<file path="config.mk">
export PLATFORM = sky130hd
export DESIGN_NAME = exec_trace_monitor
export DESIGN_NICKNAME = d
export VERILOG_FILES = /design/src/rtl/exec_trace_monitor.sv
export SDC_FILE = /design/constraint.sdc
export NUM_CORES = 1
export LEC_CHECK = 0
export CORE_MARGIN = 2
export CORE_UTILIZATION = 40
export CTS_CLUSTER_DIAMETER = 40
export DETAILED_ROUTE_END_ITERATION = 10
export GPL_TIMING_DRIVEN = 0
export PLACE_DENSITY = 0.59
export REMOVE_ABC_BUFFERS = 1
export SETUP_SLACK_MARGIN = 0.2
export SLEW_MARGIN = 20
export SYNTH_ARGS = -nofsm -noshare
export SYNTH_HDL_FRONTEND = slang
export SYNTH_SLANG_ARGS = --single-unit
</file>
<file path="constraint.sdc">
create_clock -name clk -period 23.6 [get_ports clk]
set_input_delay 4.72 -clock clk [delete_from_list [all_inputs] [get_ports clk]]
set_output_delay 4.72 -clock clk [all_outputs]
set_load 0.03 [all_outputs]
</file>
<file path="src/rtl/exec_trace_monitor.sv">
// exec_trace_monitor: samples execute lanes into packed trace records, buffers them in a
// valid/ready FIFO, keeps saturating statistics and detects halt on ecall/ebreak/timeout.
module exec_trace_monitor #(
    parameter int LANES          = 2,
    parameter int CNT_W          = 32,
    parameter int FIFO_DEPTH     = 8,
    parameter int HALT_ON_EBREAK = 1,
    parameter int HALT_ON_ECALL  = 1,
    localparam int TRACE_W       = CNT_W + 1 + 2*LANES + 64*LANES,
    localparam int LVL_W         = $clog2(FIFO_DEPTH) + 1
) (
    input  logic                  clk,
    input  logic                  rst,
    input  logic                  enable,
    input  logic [CNT_W-1:0]      max_cycles,
    input  logic [LANES-1:0]      lane_valid,
    input  logic [32*LANES-1:0]   lane_instr,
    input  logic [32*LANES-1:0]   lane_result,
    input  logic [LANES-1:0]      lane_redirect,
    input  logic                  stall_in,
    output logic                  trace_valid,
    input  logic                  trace_ready,
    output logic [TRACE_W-1:0]    trace_data,
    output logic [CNT_W-1:0]      cycle_count,
    output logic [CNT_W-1:0]      retired_count,
    output logic [CNT_W-1:0]      stall_count,
    output logic [CNT_W-1:0]      redirect_count,
    output logic [CNT_W-1:0]      drop_count,
    output logic [LVL_W-1:0]      fifo_level,
    output logic                  halted,
    output logic [1:0]            halt_cause,
    output logic [1:0]            halt_lane,
    output logic                  done
);
    localparam int PTR_W = $clog2(FIFO_DEPTH);
    localparam logic [31:0] EBREAK = 32'h00100073;
    localparam logic [31:0] ECALL  = 32'h00000073;

    typedef enum logic [1:0] {IDLE, RUN, DRAIN, DONE} state_t;

    state_t                state;
    logic                  active, sys_hit, sys_ebreak, timeout;
    logic                  push_req, push_ok, pop, full, drop;
    logic [1:0]            sys_lane;
    logic [LANES-1:0]      eff_valid, eff_redir;
    logic [32*LANES-1:0]   instr_m, result_m;
    logic [TRACE_W-1:0]    rec;
    logic [TRACE_W-1:0]    mem [FIFO_DEPTH];
    logic [PTR_W-1:0]      wr_ptr, rd_ptr;

    function automatic logic [CNT_W-1:0] sat_add(input logic [CNT_W-1:0] a, input logic [CNT_W-1:0] b);
        logic [CNT_W:0] s;
        s = {1'b0, a} + {1'b0, b};
        return s[CNT_W] ? '1 : s[CNT_W-1:0];
    endfunction

    function automatic logic [CNT_W-1:0] popcnt(input logic [LANES-1:0] v);
        logic [CNT_W-1:0] c;
        c = '0;
        for (int k = 0; k < LANES; k++) c = c + CNT_W'(v[k]);
        return c;
    endfunction

    // Descending scan so the lowest-index halting lane is the one left standing
    always_comb begin
        sys_hit    = 1'b0;
        sys_ebreak = 1'b0;
        sys_lane   = 2'd0;
        for (int k = LANES - 1; k >= 0; k--) begin
            if (lane_valid[k] &&
                ((HALT_ON_EBREAK != 0 && lane_instr[32*k +: 32] == EBREAK) ||
                 (HALT_ON_ECALL  != 0 && lane_instr[32*k +: 32] == ECALL))) begin
                sys_hit    = 1'b1;
                sys_ebreak = lane_instr[32*k +: 32] == EBREAK;
                sys_lane   = 2'(k);
            end
        end
        eff_valid = '0;
        eff_redir = '0;
        instr_m   = '0;
        result_m  = '0;
        for (int k = 0; k < LANES; k++) begin
            eff_valid[k]          = lane_valid[k] && (!sys_hit || 2'(k) <= sys_lane);
            eff_redir[k]          = eff_valid[k] && lane_redirect[k];
            instr_m[32*k +: 32]   = eff_valid[k] ? lane_instr[32*k +: 32]  : 32'd0;
            result_m[32*k +: 32]  = eff_valid[k] ? lane_result[32*k +: 32] : 32'd0;
        end
    end

    assign active      = state == RUN && enable;
    assign timeout     = max_cycles != '0 && cycle_count == max_cycles;
    assign rec         = {cycle_count, stall_in, eff_redir, eff_valid, instr_m, result_m};
    assign trace_valid = fifo_level != '0;
    assign trace_data  = mem[rd_ptr];
    assign full        = fifo_level == LVL_W'(FIFO_DEPTH);
    assign pop         = trace_valid && trace_ready;
    assign push_req    = active && (|lane_valid || stall_in);
    assign push_ok     = push_req && (!full || pop);
    assign drop        = push_req && full && !pop;
    assign done        = state == DONE;

    always_ff @(posedge clk) begin
        if (push_ok) mem[wr_ptr] <= rec;
    end

    always_ff @(posedge clk) begin
        if (rst) begin
            state          <= IDLE;
            wr_ptr         <= '0;
            rd_ptr         <= '0;
            fifo_level     <= '0;
            cycle_count    <= '0;
            retired_count  <= '0;
            stall_count    <= '0;
            redirect_count <= '0;
            drop_count     <= '0;
            halted         <= 1'b0;
            halt_cause     <= 2'd0;
            halt_lane      <= 2'd0;
        end else begin
            if (push_ok) wr_ptr <= wr_ptr + PTR_W'(1);
            if (pop) rd_ptr <= rd_ptr + PTR_W'(1);
            fifo_level <= fifo_level + LVL_W'(push_ok) - LVL_W'(pop);
            if (active) begin
                cycle_count    <= sat_add(cycle_count, CNT_W'(1));
                retired_count  <= sat_add(retired_count, popcnt(eff_valid));
                stall_count    <= sat_add(stall_count, CNT_W'(stall_in));
                redirect_count <= sat_add(redirect_count, popcnt(eff_redir));
                if (drop) drop_count <= sat_add(drop_count, CNT_W'(1));
            end
            case (state)
                IDLE:  if (enable) state <= RUN;
                RUN: begin
                    if (active && (sys_hit || timeout)) begin
                        state      <= DRAIN;
                        halted     <= 1'b1;
                        halt_cause <= sys_hit ? (sys_ebreak ? 2'd1 : 2'd2) : 2'd3;
                        halt_lane  <= sys_hit ? sys_lane : 2'd0;
                    end
                end
                DRAIN: if (fifo_level == '0) state <= DONE;
                default: ;
            endcase
        end
    end
endmodule

</file>
==> results.yml, run 1 <==
clock_network:
  cts-buffers-inserted: 203
  cts.clk_slew.worst_paths_ps: 60
  cts_resized: 0
  clk_latency_ps: 810
  cts_tree: "done"
  cts_setup_buffers: 0
  cts_buffer_depth: 3
  htreeDepth: 4
  cts_hold_repair.buffers: 0
  cts-root-buf: "clkbuf_16"
  cts_sinks: 1499
synthesis:
  ys_async_sr_fraction_pct: 0
  netlist_area_um2: 59400
  avgSynthCellArea_um2: 19.0
  synthesis.instances: 3131
  synth-seq-cells: 1499
  synthDistinctLibCells: 61
  netlist.area_leader.share_pct: 66.7
  synth_common_cells: "1,320 x edfxtp_1, 330 x mux4_2, 179 x dfxtp_1, 166 x mux2_2, 138 x and2_1"
  yosys.area.top_type: "edfxtp_1"
  synth.yosys.seq_area_share_pct: 72.8
  synth_edf_count: 1320
  synthTopCellsByArea: "edfxtp_1 67%, mux4_2 13%, dfxtp_1 6.0%, mux2_2 3.1%, and2_1 1.5%"
  yosysMostFrequentCell: "edfxtp_1"
  ys_warn_count: 0
  ys.flop_type: "edfxtp_1"
die:
  dieHeight_um: 389
  placementRows: 141
  start_util_pct: 40.2
  die_w_um: 389
  dieArea_um2: 152000
  core-area_um2: 148000
  io_pins: 505
critical_path:
  start_kind: "input pin"
  rrSetupSlack_ps: 18190
  end_kind: "flip-flop"
  r2r-end: "mem[0][14]"
  r2r_start: "state[1]"
  worstRegToRegCells: 15
  cp.required_ps: 24120
  criticalPathCategory: "input pin to flip-flop"
  crit_fanout: 24
  critPathArrivalTime_ps: 9790
timing:
  worst_pin_slew_ps: 1080
  max_freq_ghz: 0.108
  maxSlewHeadroom_pct: 27.6
  rsz0062_at_grt: "false"
  layout_min_cycle_time_ps: 9280
  finalCritPeriodShare_pct: 39.3
  setup_viol: 0
  finalMaxSlewViolations: 0
  skew_ps: 57.5
  hold_viol: 0
  fin_setup_tns_ps: 0
grt:
  grt_first_pass_wirelength_um: 219000
  grt_usage_pct: 19.4
  grt_pass1_vias: 33300
  grt_max_degree: 102
  gr-total-overflow: 0
  antenna_found_initial: 18
route:
  vias: 31900
  drt-total-wl_um: 148000
  post-route-drc-count: 0
  drt-initial-drc-count: 2215
  routedWlPerCell_um: 24.5
  antenna_left: 0
  first_pass_iters: 7
  viasPerCell: 5.29
placed_design:
  placed_area_um2: 68800
  place_hpwl_um: 101000
  dp.cells: 5646
  io_buffers: 503
  routabilityCongestion: 0.763
final_layout:
  fin_nets: 4112
  fillers: 11900
  area_growth_pct: 27.8
  final_cells: 6036
  seq_area_um2: 43200
  final_cell_area_um2: 75900
  multi_input_area_um2: 15300
  layout-drive-gt1-share_pct: 28.0
power_and_ir_drop:
  p_total_w: 0.00774
  irDropWorstVdd_mv: 0.0669
  power_density_nw_per_um2: 102
  power.leakage_nw: 24.8
min_path:
  hold_start: "rd_ptr[1]"
  min_path_cells: 2
  holdCritPathClass: "flip-flop to flip-flop"
run:
  maxCapViolations: 0
run_status:
  status: "complete, no violations"
area by class of cell:
class,instances,area share (%)
diodes,8,0.0264
inverters,33,0.163
clock inverters,153,2.52
clock buffers,229,6.87
multi-input cells,1414,20.1
well taps,1930,3.18
flip-flops and latches,1499,56.9
repair buffers,770,10.2
through the flow:
stage / worst slack (ps) / utilization (%) / hold slack [ps]
floorplan: -269 / - / 447
global placement: -26050 / 44.7 / 460
detailed placement: 13400 / 46.6 / 464
CTS: 14140 / 51.4 / 478
global route: 14030 / 51.4 / 508
finish: 14320 / 51.4 / 482
where the power goes:
group	internal (W)	switching, W	total, W
clock network	0.00191	0.00123	0.00314
logic	0.000784	0.000830	0.00161
registers	0.00295	0.0000392	0.00299
total	0.00565	0.00209	0.00774
worst max path at each step:
stage                                 to           from  cells after the start  slack (ps)
after floorplan                mem[1][0]         enable                      5        -270
after global placement        mem[1][14]  lane_valid[0]                      5      -26050
after detailed placement      mem[1][14]         enable                     15       13400
after CTS                 trace_data[22]      flip-flop                      8       14140
after global routing       trace_data[5]      flip-flop                      8       14030
final                         mem[0][14]         enable                     14       14320
logic make-up after synthesis:
logic type | Yosys count | share of synthesized area, %
multiplexers | 502 | 15.8
flip-flops | 1499 | 72.8
AND/OR/NAND/NOR | 545 | 5.23
other | 1 | 0.00631
buffers and inverters | 218 | 1.59
adder cells (fa/ha/maj) | 22 | 0.501
AO/OA/AOI/OAI | 203 | 2.08
XOR/XNOR | 141 | 2.08
flip-flops by register name, summed over array words and instances, names as in the netlist, named ones only:
register        cells
stall_count        32
redirect_count     32
retired_count      32
halt_lane           1
mem              1320
fifo_level          4
halt_cause          2
state               2
halted              1
cycle_count        32
wr_ptr              3
drop_count         32
rd_ptr              3
critical path, cell delays in order:
cell and delay, ps:
clkdlybuf4s50_1 830, and2_2 690, o31ai_1 200, a21oi_1 490
inv_1 260, nor4_2 660, buf_2 370, buf_2 230
buf_4 190, buf_2 230, buf_2 250, buf_4 190
buf_2 220, buf_2 220
routing by layer:
layer	track usage, %	up-vias	part of all wire (%)
met5	0	-	0.079
met4	5.02	18	2.0
met3	6.73	224	8.5
met2	30.0	934	47
met1	26.2	16500	43
li1	-	14300	-
layout by cell type (no fill, tap or decap), types with 22 or more instances in the layout:
master,netlist,routed
a21oi_1,126,126
mux4_2,330,330
mux2_2,166,166
dfxtp_1,179,176
clkinv_2,0,26
buf_6,0,36
clkbuf_1,109,22
clkinv_4,0,22
nand4_1,46,46
inv_6,0,28
buf_2,2,61
nand3_1,49,49
xnor2_1,50,50
nor4_1,35,33
inv_1,32,32
clkbuf_16,0,203
nor2_1,64,63
xor2_1,91,91
buf_4,33,131
edfxtp_1,1320,1320
and2_1,138,137
nor3_1,32,29
bufinv_16,0,26
buf_16,0,27
clkdlybuf4s50_1,0,501
nand2_1,83,83
and3_1,31,31
(Power assumes the default switching activity.)
==> inputs of run 2 (changes only) <==
PLACE_DENSITY = 0.57   (was 0.59)
clock period = 9.7 ns   (was 23.6 ns; I/O delays follow)
==> run 2 against run 1 <==
Net effect:
- global-route usage rose by 0.27 points
- sequential power grew 140%
- non-clock buffer count is 4 higher
- hold slack got worse by 20 ps
- via count grew 0.42%
- clock-buffer cell count is 10 higher
- die area stayed put
- sequential cell count unchanged
- clock skew shrank 20 ps
- largest cell class unchanged
- total power up 140%
- largest power group unchanged
- clock power is 140% higher
- routed wire length is 1.0% higher
==> results.yml, run 2 (synthesis results as in run 1) <==
run_status:
  status: "complete, no violations"
final_layout:
  mostFrequentLayoutCell: "edfxtp_1"
  area_growth_pct: 28.0
  largest-register: "mem"
  fin_nets: 4124
  final_cell_mix: "1,320 x edfxtp_1, 501 x clkdlybuf4s50_1, 330 x mux4_2"
  final_cells: 6053
  final_cell_area_um2: 76000
  fillers: 12000
  layout-drive-gt1-share_pct: 28.1
  largest_reg_flops: 1320
placed_design:
  place_hpwl_um: 101000
  dp_slack_ps: 2380
  io_buffers: 503
  dp.cells: 5650
  placed_area_um2: 68800
  routabilityCongestion: 0.802
timing:
  fin_hold_ws_ps: 463
  hold_viol: 0
  maxSlewHeadroom_pct: 30.1
  worst_pin_slew_ps: 1030
  finalMaxSlewViolations: 0
  rsz0062_at_grt: "false"
  finalCritPeriodShare_pct: 65.8
  setup_viol: 0
  layout_min_cycle_time_ps: 6380
  setup_slack_ps: 3320
  max_freq_ghz: 0.157
  skew_ps: 37.1
route:
  vias: 32100
  routedWlPerCell_um: 24.6
  post-route-drc-count: 0
  viasPerCell: 5.30
  drt-initial-drc-count: 2392
  antenna_left: 0
  first_pass_iters: 5
  drt-total-wl_um: 149000
run:
  maxCapViolations: 0
min_path:
  holdCritPathClass: "flip-flop to flip-flop"
critical_path:
  worstRegToRegCells: 16
  path_delay_family: "buffers and inverters"
  end_kind: "flip-flop"
  critPathArrivalTime_ps: 6890
  critical_path.cell_chain: "clkdlybuf4s50_1, and2_2, o31ai_1, a21oi_1, inv_1, nor4_2, buf_2, buf_2, buf_4, buf_4, buf_2, buf_2, buf_2, buf_2, buf_2"
  r2r_start: "state[1]"
  start_kind: "input pin"
  r2r-end: "mem[0][45]"
  rrSetupSlack_ps: 4280
  cp-startpoint: "enable"
  slowest_stage: "clkdlybuf4s50_1"
  crit_top_cell: "buf_2"
  cp_num_cells: 15
  crit_path_end: "mem[0][45]"
  cp.required_ps: 10220
  crit_fanout: 24
  criticalPathCategory: "input pin to flip-flop"
  slowest_delay_ps: 740
  crit_buf_inv: 11
die:
  placementRows: 141
  io_pins: 505
  dieArea_um2: 152000
  dieHeight_um: 389
  core-area_um2: 148000
  die_w_um: 389
  start_util_pct: 40.2
clock_network:
  cts_setup_buffers: 0
  cts_hold_repair.buffers: 0
  clk_latency_ps: 820
  cts_sinks: 1499
  cts_resized: 0
  cts-root-buf: "clkbuf_16"
  cts_buffer_depth: 3
  cts_tree: "done"
  cts.clk_slew.worst_paths_ps: 50
  cts-buffers-inserted: 211
  htreeDepth: 4
power_and_ir_drop:
  p_total_w: 0.0188
  power_density_nw_per_um2: 248
  power.leakage_nw: 24.9
  irDropWorstVdd_mv: 0.163
grt:
  grt_usage_pct: 19.7
  antenna_found_initial: 13
  gr-total-overflow: 0
  grt_max_degree: 104
  grt_first_pass_wirelength_um: 222000
  grt_pass1_vias: 33400
==> run 2: cell types whose count changed in the layout (fill, tap and decap cells not counted), sizes merged <==
cell	previous run	this run
clkinv	73	82
buf	269	273
inv	70	68
clkbuf	229	239
diode	8	3
clkinvlp	17	22
bufinv	26	22
==> run 2: through the flow <==
step           TNS [ps]  util [%]
6_report              0      51.5
3_3_place_gp          -      44.7
3_5_place_dp          0      46.6
4_1_cts               0      51.5
2_1_floorplan  -9595090         -
5_1_grt               0      51.5
==> run 2: power breakdown <==
| group | switching (W) | internal [W] | leakage [nW] | total, W |
|---|---|---|---|---|
| clock | 0.00298 | 0.00468 | 3.46 | 0.00766 |
| combinational | 0.00201 | 0.00190 | 7.95 | 0.00391 |
| sequential | 0.000106 | 0.00718 | 13.5 | 0.00728 |
| total | 0.00509 | 0.0138 | 24.9 | 0.0188 |
==> run 2: cell type report <==
type / count / area, um2 / share of cell area [%]
antenna: 3 / 7.51 / 0.00987
clock buffer: 239 / 5430 / 7.14
clock inverter: 161 / 1760 / 2.32
inverter: 33 / 124 / 0.163
multi-input combinational: 1414 / 15300 / 20.1
sequential: 1499 / 43200 / 56.9
tap: 1930 / 2410 / 3.18
timing repair buffer: 774 / 7770 / 10.2
==> run 2: layer usage <==
metal / part of all wire, % / vias to the layer above / track usage, % / wire length, um
met5: 0.079 / - / 0 / 118
met4: 1.7 / 18 / 4.79 / 2600
met3: 7.8 / 205 / 6.09 / 11600
met2: 45 / 934 / 29.5 / 67300
met1: 45 / 16600 / 28.1 / 67400
li1: - / 14300 / - / -
==> run 2: worst min path at each step <==
stage                   endpoint  slack (ps)          from  cells past startpoint
global route        halt_lane[0]         500  halt_lane[0]                      2
floorplan              flip-flop         450     rd_ptr[1]                      2
CTS                       halted         470        halted                      1
finish                    halted         460        halted                      1
global placement          halted         460        halted                      1
detailed placement        halted         450        halted                      1
==> run 2: worst register-to-register path, delay by kind of cell (launching register included) <==
family                   cells  cell delay [ps]
AND/OR/NAND/NOR              2             1240
AO/OA/AOI/OAI                2              680
flip-flops                   1              340
buffers and inverters       11             2400
adder cells (fa/ha/maj)      1              470
